[src/rtl/volcado_regs.sv]
// volcado_regs: dumps register bank entries 0..15 over a UART-style serial line.
// One frame per entry: start bit, 8 data bits LSB first, stop bit. The frame
// begins only once cts is seen high in LEER.
module volcado_regs #(
    parameter int CLKS_POR_BIT = 4
) (
    input  logic       clk,
    input  logic       reset,
    input  logic       start,
    input  logic       cts,
    input  logic [7:0] rd,
    output logic [3:0] ra,
    output logic       tx,
    output logic       busy,
    output logic       done
);
    typedef enum logic [2:0] {REPOSO, LEER, INICIO, DATOS, PARADA} estado_t;

    localparam logic [7:0] CNT_MAX = 8'(CLKS_POR_BIT - 1);

    estado_t    estado, estado_n;
    logic [3:0] ra_n;
    logic [7:0] sh, sh_n;
    logic [7:0] cnt, cnt_n;
    logic [2:0] bidx, bidx_n;
    logic       tx_n, busy_n, done_n;
    logic       fin_bit;

    assign fin_bit = (cnt == CNT_MAX);

    // State and registered outputs; tx is a flop so the line never glitches
    always_ff @(posedge clk or negedge reset) begin
        if (!reset) begin
            estado <= REPOSO;
            ra     <= 4'd0;
            sh     <= 8'd0;
            cnt    <= 8'd0;
            bidx   <= 3'd0;
            tx     <= 1'b1;
            busy   <= 1'b0;
            done   <= 1'b0;
        end else begin
            estado <= estado_n;
            ra     <= ra_n;
            sh     <= sh_n;
            cnt    <= cnt_n;
            bidx   <= bidx_n;
            tx     <= tx_n;
            busy   <= busy_n;
            done   <= done_n;
        end
    end

    // Next state; tx_n is the level the line takes in the state being entered
    always_comb begin
        estado_n = estado;
        ra_n     = ra;
        sh_n     = sh;
        cnt_n    = cnt;
        bidx_n   = bidx;
        tx_n     = tx;
        busy_n   = busy;
        done_n   = 1'b0;
        case (estado)
            REPOSO: begin
                tx_n   = 1'b1;
                busy_n = 1'b0;
                if (start) begin
                    ra_n     = 4'd0;
                    busy_n   = 1'b1;
                    estado_n = LEER;
                end
            end
            LEER: begin
                tx_n = 1'b1;
                if (cts) begin
                    // rd is captured only here; later bank changes cannot leak in
                    sh_n     = rd;
                    cnt_n    = 8'd0;
                    bidx_n   = 3'd0;
                    tx_n     = 1'b0;
                    estado_n = INICIO;
                end
            end
            INICIO: begin
                if (fin_bit) begin
                    cnt_n    = 8'd0;
                    tx_n     = sh[0];
                    estado_n = DATOS;
                end else begin
                    cnt_n = cnt + 8'd1;
                end
            end
            DATOS: begin
                if (fin_bit) begin
                    cnt_n = 8'd0;
                    if (bidx == 3'd7) begin
                        tx_n     = 1'b1;
                        estado_n = PARADA;
                    end else begin
                        bidx_n = bidx + 3'd1;
                        sh_n   = {1'b0, sh[7:1]};
                        tx_n   = sh[1];
                    end
                end else begin
                    cnt_n = cnt + 8'd1;
                end
            end
            PARADA: begin
                tx_n = 1'b1;
                if (fin_bit) begin
                    cnt_n = 8'd0;
                    if (ra == 4'd15) begin
                        // ra stays at 15; no wrap
                        busy_n   = 1'b0;
                        done_n   = 1'b1;
                        estado_n = REPOSO;
                    end else begin
                        ra_n     = ra + 4'd1;
                        estado_n = LEER;
                    end
                end else begin
                    cnt_n = cnt + 8'd1;
                end
            end
            default: begin
                estado_n = REPOSO;
                tx_n     = 1'b1;
                busy_n   = 1'b0;
            end
        endcase
    end
endmodule

[config.mk]
export PLATFORM = sky130hd
export DESIGN_NAME = volcado_regs
export DESIGN_NICKNAME = d
export VERILOG_FILES = /design/src/rtl/volcado_regs.sv
export SDC_FILE = /design/constraint.sdc
export NUM_CORES = 1
export LEC_CHECK = 0
export ABC_AREA = 0
export BUFFER_PORTS_ARGS = -buffer_cell sky130_fd_sc_hd__buf_2
export CAP_MARGIN = 20
export CORE_UTILIZATION = 40
export DETAILED_ROUTE_END_ITERATION = 10
export HOLD_SLACK_MARGIN = 0.15
export PLACE_DENSITY = 0.6
export SLEW_MARGIN = 5
export SYNTH_ARGS = -nofsm -noshare
export SYNTH_HDL_FRONTEND = slang
export SYNTH_SLANG_ARGS = --single-unit
[constraint.sdc]
create_clock -name clk -period 1.8 [get_ports clk]
set_input_delay 0.36 -clock clk [delete_from_list [all_inputs] [get_ports clk]]
set_output_delay 0.36 -clock clk [all_outputs]
set_load 0.01 [all_outputs]
=== Word-level counts from Yosys, hierarchy flattened ===
Index checks and enable logic that the tools add are counted.

* Muxes and demuxes: 35
* Bitwise logic cells: 1
* Add/subtract/negate cells: 3
* Equal/unequal tests: 16
* Reduce and logical (&&, ||, !) cells: 12

{| class="wikitable"
|+ Operator list
! operator !! number
|-
| $mux W8 || 5
|-
| $pmux W8 S2 || 2
|-
| $mux W3 || 9
|-
| $ne A2 B2 Y1 const B || 9
|-
| $pmux W3 S5 || 1
|-
| $mux W4 || 3
|-
| $mux W1 || 11
|-
| $add A8 B1 Y8 const B || 1
|-
| $eq A8 B2 Y1 const B || 1
|-
| $pmux W4 S2 || 1
|-
| $reduce_and A4 Y1 || 2
|-
| $eq A3 B2 Y1 const B || 2
|-
| $eq A3 B3 Y1 const B || 2
|-
| $pmux W1 S3 || 2
|-
| $pmux W3 S2 || 1
|-
| $reduce_and A6 Y1 || 1
|-
| $reduce_bool A2 Y1 || 3
|-
| $reduce_or A3 Y1 || 2
|-
| $add A4 B1 Y4 const B || 1
|-
| $eq A4 B4 Y1 const B || 1
|-
| $reduce_and A2 Y1 || 2
|-
| $add A3 B1 Y3 const B || 1
|-
| $eq A3 B1 Y1 const B || 1
|-
| $logic_not A3 Y1 || 1
|-
| other kinds (2) || 2
|}

* Input bits: 12
* Register bits: 29
* Word-level logic and storage cells: 75
* Output and inout bits: 7

=== Logic depth before layout (Yosys ltp) ===
Gate-level depths: netlist of run 1.

* Depth in word-level cells: 4
* Mapped depth: 7
* Gate-level depth less buffers: 6

=== Worst setup path before layout of run 1 ===
Ideal clock, no wire load.

* Kind: flip-flop to flip-flop
* Start point: register cnt[0]
* End point: register cnt[0]
* Period minus slack after synthesis: 1.604 ns
* Data arrival time: 1.479 ns
* Library setup time: 0.125 ns
* Data required time: 1.675 ns
* Setup slack: 0.196 ns
* Path buffers: 1
* Stages on the path, launching flop included: 6
* Cells stage by stage: dfrtp_1 -> ha_1 -> nor4b_4 -> a2bb2oi_2 -> buf_4 -> mux2_2

* Word-level cells in the longest chain between the ends: 3
* Elaborated cells on any way between the ends: 4
* Those cells by class: add/sub: 1; eq/ne: 1; mux: 2

{| class="wikitable"
|+ Ends and longest elaborated chain
! what !! RTL line !! source
|-
| start, declared || 24 || <nowiki>logic [7:0] cnt, cnt_n;</nowiki>
|-
| start signal, assigned || 46 || <nowiki>cnt <= cnt_n;</nowiki>
|-
| $add A8 B1 Y8 or $eq A8 B2 Y1 (tied branches) || - ||
|-
| $mux W8 (*) || 86, 95, 111 ||
|-
| $pmux W8 S2 (*) || 64 || <nowiki>case (estado)</nowiki>
|}

Every way passes the cells marked *; elsewhere a longest branch is shown, timed or not.
A chain may end at the register's enable or synchronous reset.

=== Worst setup path after layout of run 1 ===
* Start point: register cnt[1]
* End point: register estado[0]

* Word-level cells in the longest chain between the ends: 3
* Elaborated cells on any way between the ends: 5
* Those cells by class: eq/ne: 4; reduce/logical: 1

{| class="wikitable"
|+ Ends and longest elaborated chain
! what !! RTL line !! source
|-
| $eq A8 B2 Y1 (*) || 29 || <nowiki>assign fin_bit = (cnt == CNT_MAX);</nowiki>
|-
| $ne A2 B2 Y1 (no line) || - ||
|-
| $reduce_and A6 Y1 (no line) (*) || - ||
|-
| end signal, assigned || 43 || <nowiki>estado <= estado_n;</nowiki>
|-
| end, declared || 21 || <nowiki>estado_t estado, estado_n;</nowiki>
|}

Marked as above.

==> out/qor.csv, run 1 <==
stage,metric,value,unit
outcome,status,"finished, final reports clean",
logic_synthesis,synth.most_common_cell,dfrtp_1,
detailed_routing,wl_per_cell,13.91,um
sta,setup_ws,0.1325,ns
pwr,power,1215,uW
worst_setup_path,worstPathArrival,1.87,ns
logic_synthesis,synthesis.nets,173,
worst_hold_path,hold_class,in -> reg,
placed_design,hpwl,2.286,mm
pwr,p_per_area,655.9,nW/um^2
logic_synthesis,yosys.area.top_type,dfrtp_1,
sta,maxSlewHeadroom,56.65,%
grt,antenna_found_initial,0,
clock_network,cts-root-buf,clkbuf_8,
worst_setup_path,cp-start-kind,register,
detailed_routing,drc,0,
logic_synthesis,synth.top_cell.area_share,44.06,%
worst_setup_path,cp_max_fo,13,
die,fp.dieW,65.06,um
logic_synthesis,synth_edf_count,0,
logic_synthesis,ys_seq_elements,29,
detailed_routing,routed_via_density,5.515,
layout,areaGrowthSynthToFinish,16.52,%
die,initial_utilization,42.48,%
logic_synthesis,async_flop_share,100.0,%
worst_setup_path,critical_path.endpoint_type,register,
sta,final-setup-viol-count,0,
detailed_routing,drtIter0Drc,53,
logic_synthesis,yosys-top-cells-area,"dfrtp_1, mux2i_1, nand2_1",
pwr,power.leakage,0.0008428,uW
sta,clock_skew,0.004925,ns
worst_setup_path,cp.required,2.01,ns
logic_synthesis,ys_warn_count,0,
grt,grt_usage,18.03,%
detailed_routing,first_pass_iters,4,
clock_network,cts_made_buffers,5,
logic_synthesis,synthFlopType,dfrtp_1,
die,die-area,4232,sq um
sta,slew_viol_final,0,
pwr,ir_worst_vdd,0.4504,mV
detailed_routing,num_vias,1285,
sta,hold_viol,0,
grt,grt_pass1_vias,1295,
detailed_routing,routed_wl,3.242,mm
die,num_rows,22,
clock_network,insertion_delay,0.28,ns
logic_synthesis,syn_avg_cell_area,10.13,sq um
placed_design,postPlaceCellArea,1732,sq um
placed_design,dp_slack,0.06951,ns
clock_network,clkTransAtPathRegs,0.06,ns
layout,antenna_cells,0,
worst_setup_path,crit_type,reg -> reg,
job,cap_violations,0,
clock_network,tritoncts,done,
detailed_routing,ant_nets,0,
sta,fmax,0.5997,GHz
logic_synthesis,synthTopCellsByCount,"dfrtp_1, nand2_1, o21ai_1",
logic_synthesis,ys_seq_area_share,45.71,%
grt,grt_pass1_wl,5.761,mm
placed_design,numPortBuffers,18,
sta,post-route-min-period,1.667,ns
grt,grt_max_degree,30,
layout,final_layout_size_suffix_gt1_share,26.49,%
sta,period_share,92.64,%
logic_synthesis,syn_area,1590,sq um
sta,whs,0.3145,ns
sta,worst_slew_pin_slew,0.6503,ns
die,core_region_area,3744,sq um
grt,overflow,0,
clock_network,cts_htree_levels,2,
logic_synthesis,postSynthCellCount,157,
layout,final_cell_area,1853,sq um
die,io_pins,19,
logic_synthesis,yosysUniqueCellTypes,47,
sta,finalSetupTns,0,ns
layout,finalNetCount,201,
die,die_h,65.06,um
clock_network,cts_max_path_buffers,2,
clock_network,cts.sinks,29,
placed_design,place_congestion,0.7813,
-- worst max-delay path, cell delays in order, from the launching register on --
cell       delay, ns
dfrtp_1         0.39
ha_1            0.18
nor4b_4         0.18
buf_4           0.18
a2bb2oi_2       0.06
buf_4           0.19
o31ai_1         0.24
a21boi_1        0.17
-- placed cells by master (no fill, tap or decap), types with 5 or more instances in the layout --
cell and count:
buf_2 18, clkbuf_8 6, nand2_1 19, nor2_1 7, nand3_1 6, inv_1 6
o31ai_1 5, buf_4 10, dfrtp_1 26, mux2i_1 8, a21oi_1 8, o21ai_1 10
-- final timing paths --
check / from / to / slack (ns) / cells past startpoint
worst max-delay path: cnt[1] / estado[0] / 0.13 / 7
worst min-delay path: rd[7] / sh[7] / 0.31 / 2
worst max register to register: cnt[1] / estado[0] / 0.13 / 7
worst min register to register: sh[2] / sh[2] / 0.49 / 2
max in group asynchronous: reset / estado[2] / 0.70 / 2
min in group asynchronous: reset / ra[3] / 0.64 / 2
-- power by group --
group,total (uW),leakage (uW),internal (uW),switching [uW]
sequential,652,0.000344,652,0
combinational,27.0,0.000455,10.2,16.8
clock,536,0.0000443,303,234
-- logic make-up (layout without fill, tap and decap cells) --
family,Yosys count,in the layout,share of synthesized area [%]
AOI/OAI and AO/OA,48,48,20.85
adders and majority gates,4,4,3.147
buffers and inverters,14,42,5.271
DFF,29,29,45.71
muxes,9,9,5.744
and+or+nand+nor,53,53,19.28
-- per-layer routing --
metal  part of all wire, %  global-route usage (%)  wire (um)
met4                   1.8                   7.880         57
met2                    48                   30.60       1557
met5                     0                       0          0
met3                   4.1                   5.282        133
met1                    46                   20.93       1494
-- registers in the layout, indices dropped and copies added, names as in the netlist --
register  count
done          1
estado        3
ra            4
busy          1
bidx          3
cnt           8
tx            1
sh            8
-- metrics by stage --
stage	util (%)	cells
final	49.50	233
after global routing	49.50	233
after CTS	48.83	230
after detailed placement	46.26	222
after global placement	46.26	222
after floorplan	-	157
-- what timing repair did --
item,CTS,global route
gates resized for setup,0,2
hold endpoints to repair,28,0
buffers inserted,0,3
hold buffers,1,0
setup endpoints to repair,0,10
-- cell type report --
| type | count | area (sq um) |
|---|---|---|
| flip-flops and latches | 29 | 729.5 |
| repair buffers | 29 | 175.2 |
| multi-input cells | 114 | 779.5 |
| fillers | 367 | 1891 |
| clock buffers | 7 | 86.33 |
| inverters | 6 | 22.52 |
| well taps | 48 | 60.06 |
Power figures use the tool's default switching activity.
==> run 2, diff against run 1 <==
==> constraint.sdc (replaced) <==
create_clock -name clk -period 1.56 [get_ports clk]
set_input_delay 0.312 -clock clk [delete_from_list [all_inputs] [get_ports clk]]
set_output_delay 0.312 -clock clk [all_outputs]
set_load 0.01 [all_outputs]
==> out/qor.csv, run 2 (same netlist as run 1, synthesis figures left out) <==
stage,metric,value,unit,change
outcome,status,"complete, but fails checks",,"was finished, final reports clean"
outcome,violations,setup timing,,
worst_setup_path,worstRegToRegCells,6,,was 7
detailed_routing,ant_nets,0,,unchanged
die,die-area,4232,sq um,unchanged
sta,period_share,105.1,%,was 92.64%
placed_design,place_congestion,0.8669,,was 0.7813
worst_setup_path,cp.required,1.72,ns,was 2.01 ns
detailed_routing,num_vias,1396,,was 1285
sta,setup_ws,-0.07990,ns,was 0.1325 ns
die,io_pins,19,,unchanged
detailed_routing,wl_per_cell,14.12,um,was 13.91 um
grt,grt_max_degree,30,,unchanged
layout,areaGrowthSynthToFinish,32.57,%,was 16.52%
clock_network,cts-root-buf,clkbuf_8,,unchanged
grt,grt_pass1_wl,5.989,mm,was 5.761 mm
worst_hold_path,holdPathEnd,sh[7],,unchanged
clock_network,insertion_delay,0.28,ns,about the same
worst_setup_path,r2r_start,cnt[0],,was cnt[1]
sta,post-route-min-period,1.640,ns,was 1.667 ns
layout,antenna_cells,0,,unchanged
detailed_routing,first_pass_iters,4,,unchanged
sta,hold_viol,0,,unchanged
sta,maxSlewHeadroom,56.97,%,was 56.65%
clock_network,cts_made_buffers,5,,unchanged
grt,grt_pass1_vias,1310,,was 1295
placed_design,numPortBuffers,18,,unchanged
pwr,power,1368,uW,was 1215 uW
job,cap_violations,0,,unchanged
detailed_routing,drc,0,,unchanged
worst_setup_path,r2r_slack,-0.08,ns,was 0.13 ns
worst_setup_path,reg2reg_to,sh[7],,was estado[0]
layout,final_layout_size_suffix_gt1_share,41.75,%,was 26.49%
worst_setup_path,crit_type,reg -> reg,,unchanged
die,core_region_area,3744,sq um,unchanged
layout,final_common_cell,buf_4,,was dfrtp_1
grt,overflow,0,,unchanged
sta,slew_viol_final,0,,unchanged
placed_design,hpwl,2.349,mm,was 2.286 mm
worst_hold_path,hold_depth,2,,unchanged
layout,finish.utilization,56.32,%,was 49.50%
clock_network,cts_max_path_buffers,2,,unchanged
detailed_routing,drtIter0Drc,103,,was 53
worst_setup_path,cp-start-kind,register,,unchanged
sta,clock_skew,0.003751,ns,was 0.004925 ns
sta,worst_slew_pin_slew,0.6455,ns,was 0.6503 ns
grt,grt_usage,18.81,%,was 18.03%
worst_hold_path,worstHoldStart,rd[7],,unchanged
sta,final-setup-viol-count,13,,was 0
worst_setup_path,worstPathArrival,1.80,ns,was 1.87 ns
pwr,p_per_area,648.8,nW/um^2,was 655.9 nW/um^2
detailed_routing,routed_wl,3.587,mm,was 3.242 mm
die,die_h,65.06,um,unchanged
clock_network,cts_htree_levels,2,,unchanged
pwr,power.leakage,0.0009666,uW,was 0.0008428 uW
clock_network,tritoncts,done,,unchanged
layout,fillCellCount,353,,was 367
sta,fmax,0.6098,GHz,was 0.5997 GHz
pwr,ir_worst_vdd,0.4572,mV,was 0.4504 mV
worst_setup_path,cp_max_fo,10,,was 13
worst_hold_path,hold_class,in -> reg,,unchanged
layout,final_cell_mix,"buf_4, dfrtp_1, buf_2",,"was dfrtp_1, nand2_1, buf_2"
die,num_rows,22,,unchanged
layout,largestRegisters,"cnt x8, sh x8, ra x4",,unchanged
die,initial_utilization,42.48,%,unchanged
layout,finalNetCount,221,,was 201
sta,rsz0062_at_grt,true,,
clock_network,clkTransAtPathRegs,0.06,ns,about the same
clock_network,cts.sinks,29,,unchanged
die,fp.dieW,65.06,um,unchanged
detailed_routing,routed_via_density,5.496,,was 5.515
grt,antenna_found_initial,0,,unchanged
worst_setup_path,critical_path.endpoint_type,register,,unchanged
sta,whs,0.2803,ns,was 0.3145 ns
[run 2: area by class of cell]
cell class / instances / area, sq um / share of cell area (%)
sequential: 29 / 732.0 / 34.72
multi-input combinational: 114 / 854.6 / 40.53
clock buffer: 8 / 80.08 / 3.798
inverter: 6 / 22.52 / 1.068
timing repair buffer: 49 / 359.1 / 17.03
tap: 48 / 60.06 / 2.849
[run 2: where the power goes]
part | leakage, uW | total (uW) | switching (uW) | internal, uW
registers | 0.000343 | 752 | 0 | 752
logic | 0.000584 | 30.9 | 19.2 | 11.8
clock network | 0.0000395 | 584 | 268 | 316
[run 2: timing repair]
item,in CTS,in global routing
buffers inserted,3,4
hold buffers,1,0
endpoints found under the setup margin,5,28
cloned,0,1
pin swaps,5,4
endpoints found under the hold margin,28,0
resized for setup,2,20
[run 2: worst max path at each step]
stage | cells past startpoint | slack (ns) | startpoint | endpoint
final | 6 | -0.08 | cnt[0] | sh[7]
after global routing | 6 | -0.16 | cnt[0] | ra[0]
after CTS | 5 | -0.02 | cnt[1] | ra[2]
after detailed placement | 6 | -0.02 | cnt[1] | ra[1]
after global placement | 6 | -0.001 | cnt[1] | ra[1]
after floorplan | 5 | -0.0002 | cnt[0] | sh[7]
[run 2: through the flow]
| step | cells | cell area (sq um) | worst slack, ns | setup TNS (ns) |
|---|---|---|---|---|
| final | 254 | 2108 | -0.07990 | -0.3831 |
| after floorplan | 157 | 1599 | -0.0002439 | -0.0002439 |
| after global placement | 237 | 1859 | -0.001039 | -0.001039 |
| after detailed placement | 237 | 1859 | -0.01612 | -0.04392 |
| after global routing | 254 | 2108 | -0.1614 | -2.068 |
| after CTS | 249 | 1977 | -0.02186 | -0.05717 |
[run 2: critical path, cell delays in order (launching register included)]
cell and delay, ns:
dfrtp_1 0.35, ha_2 0.19, nor4b_4 0.29, buf_4 0.18, a41oi_4 0.13, buf_12 0.19, a22o_1 0.18
[run 2: metal layers]
metal	global-route usage, %	part of all wire [%]	wire length, um	vias up
met3	5.634	3.5	125	2
met4	8.152	0.64	23	0
met2	29.17	52	1857	22
met5	0	0	0	-
met1	24.16	44	1580	698
li1	-	-	-	674
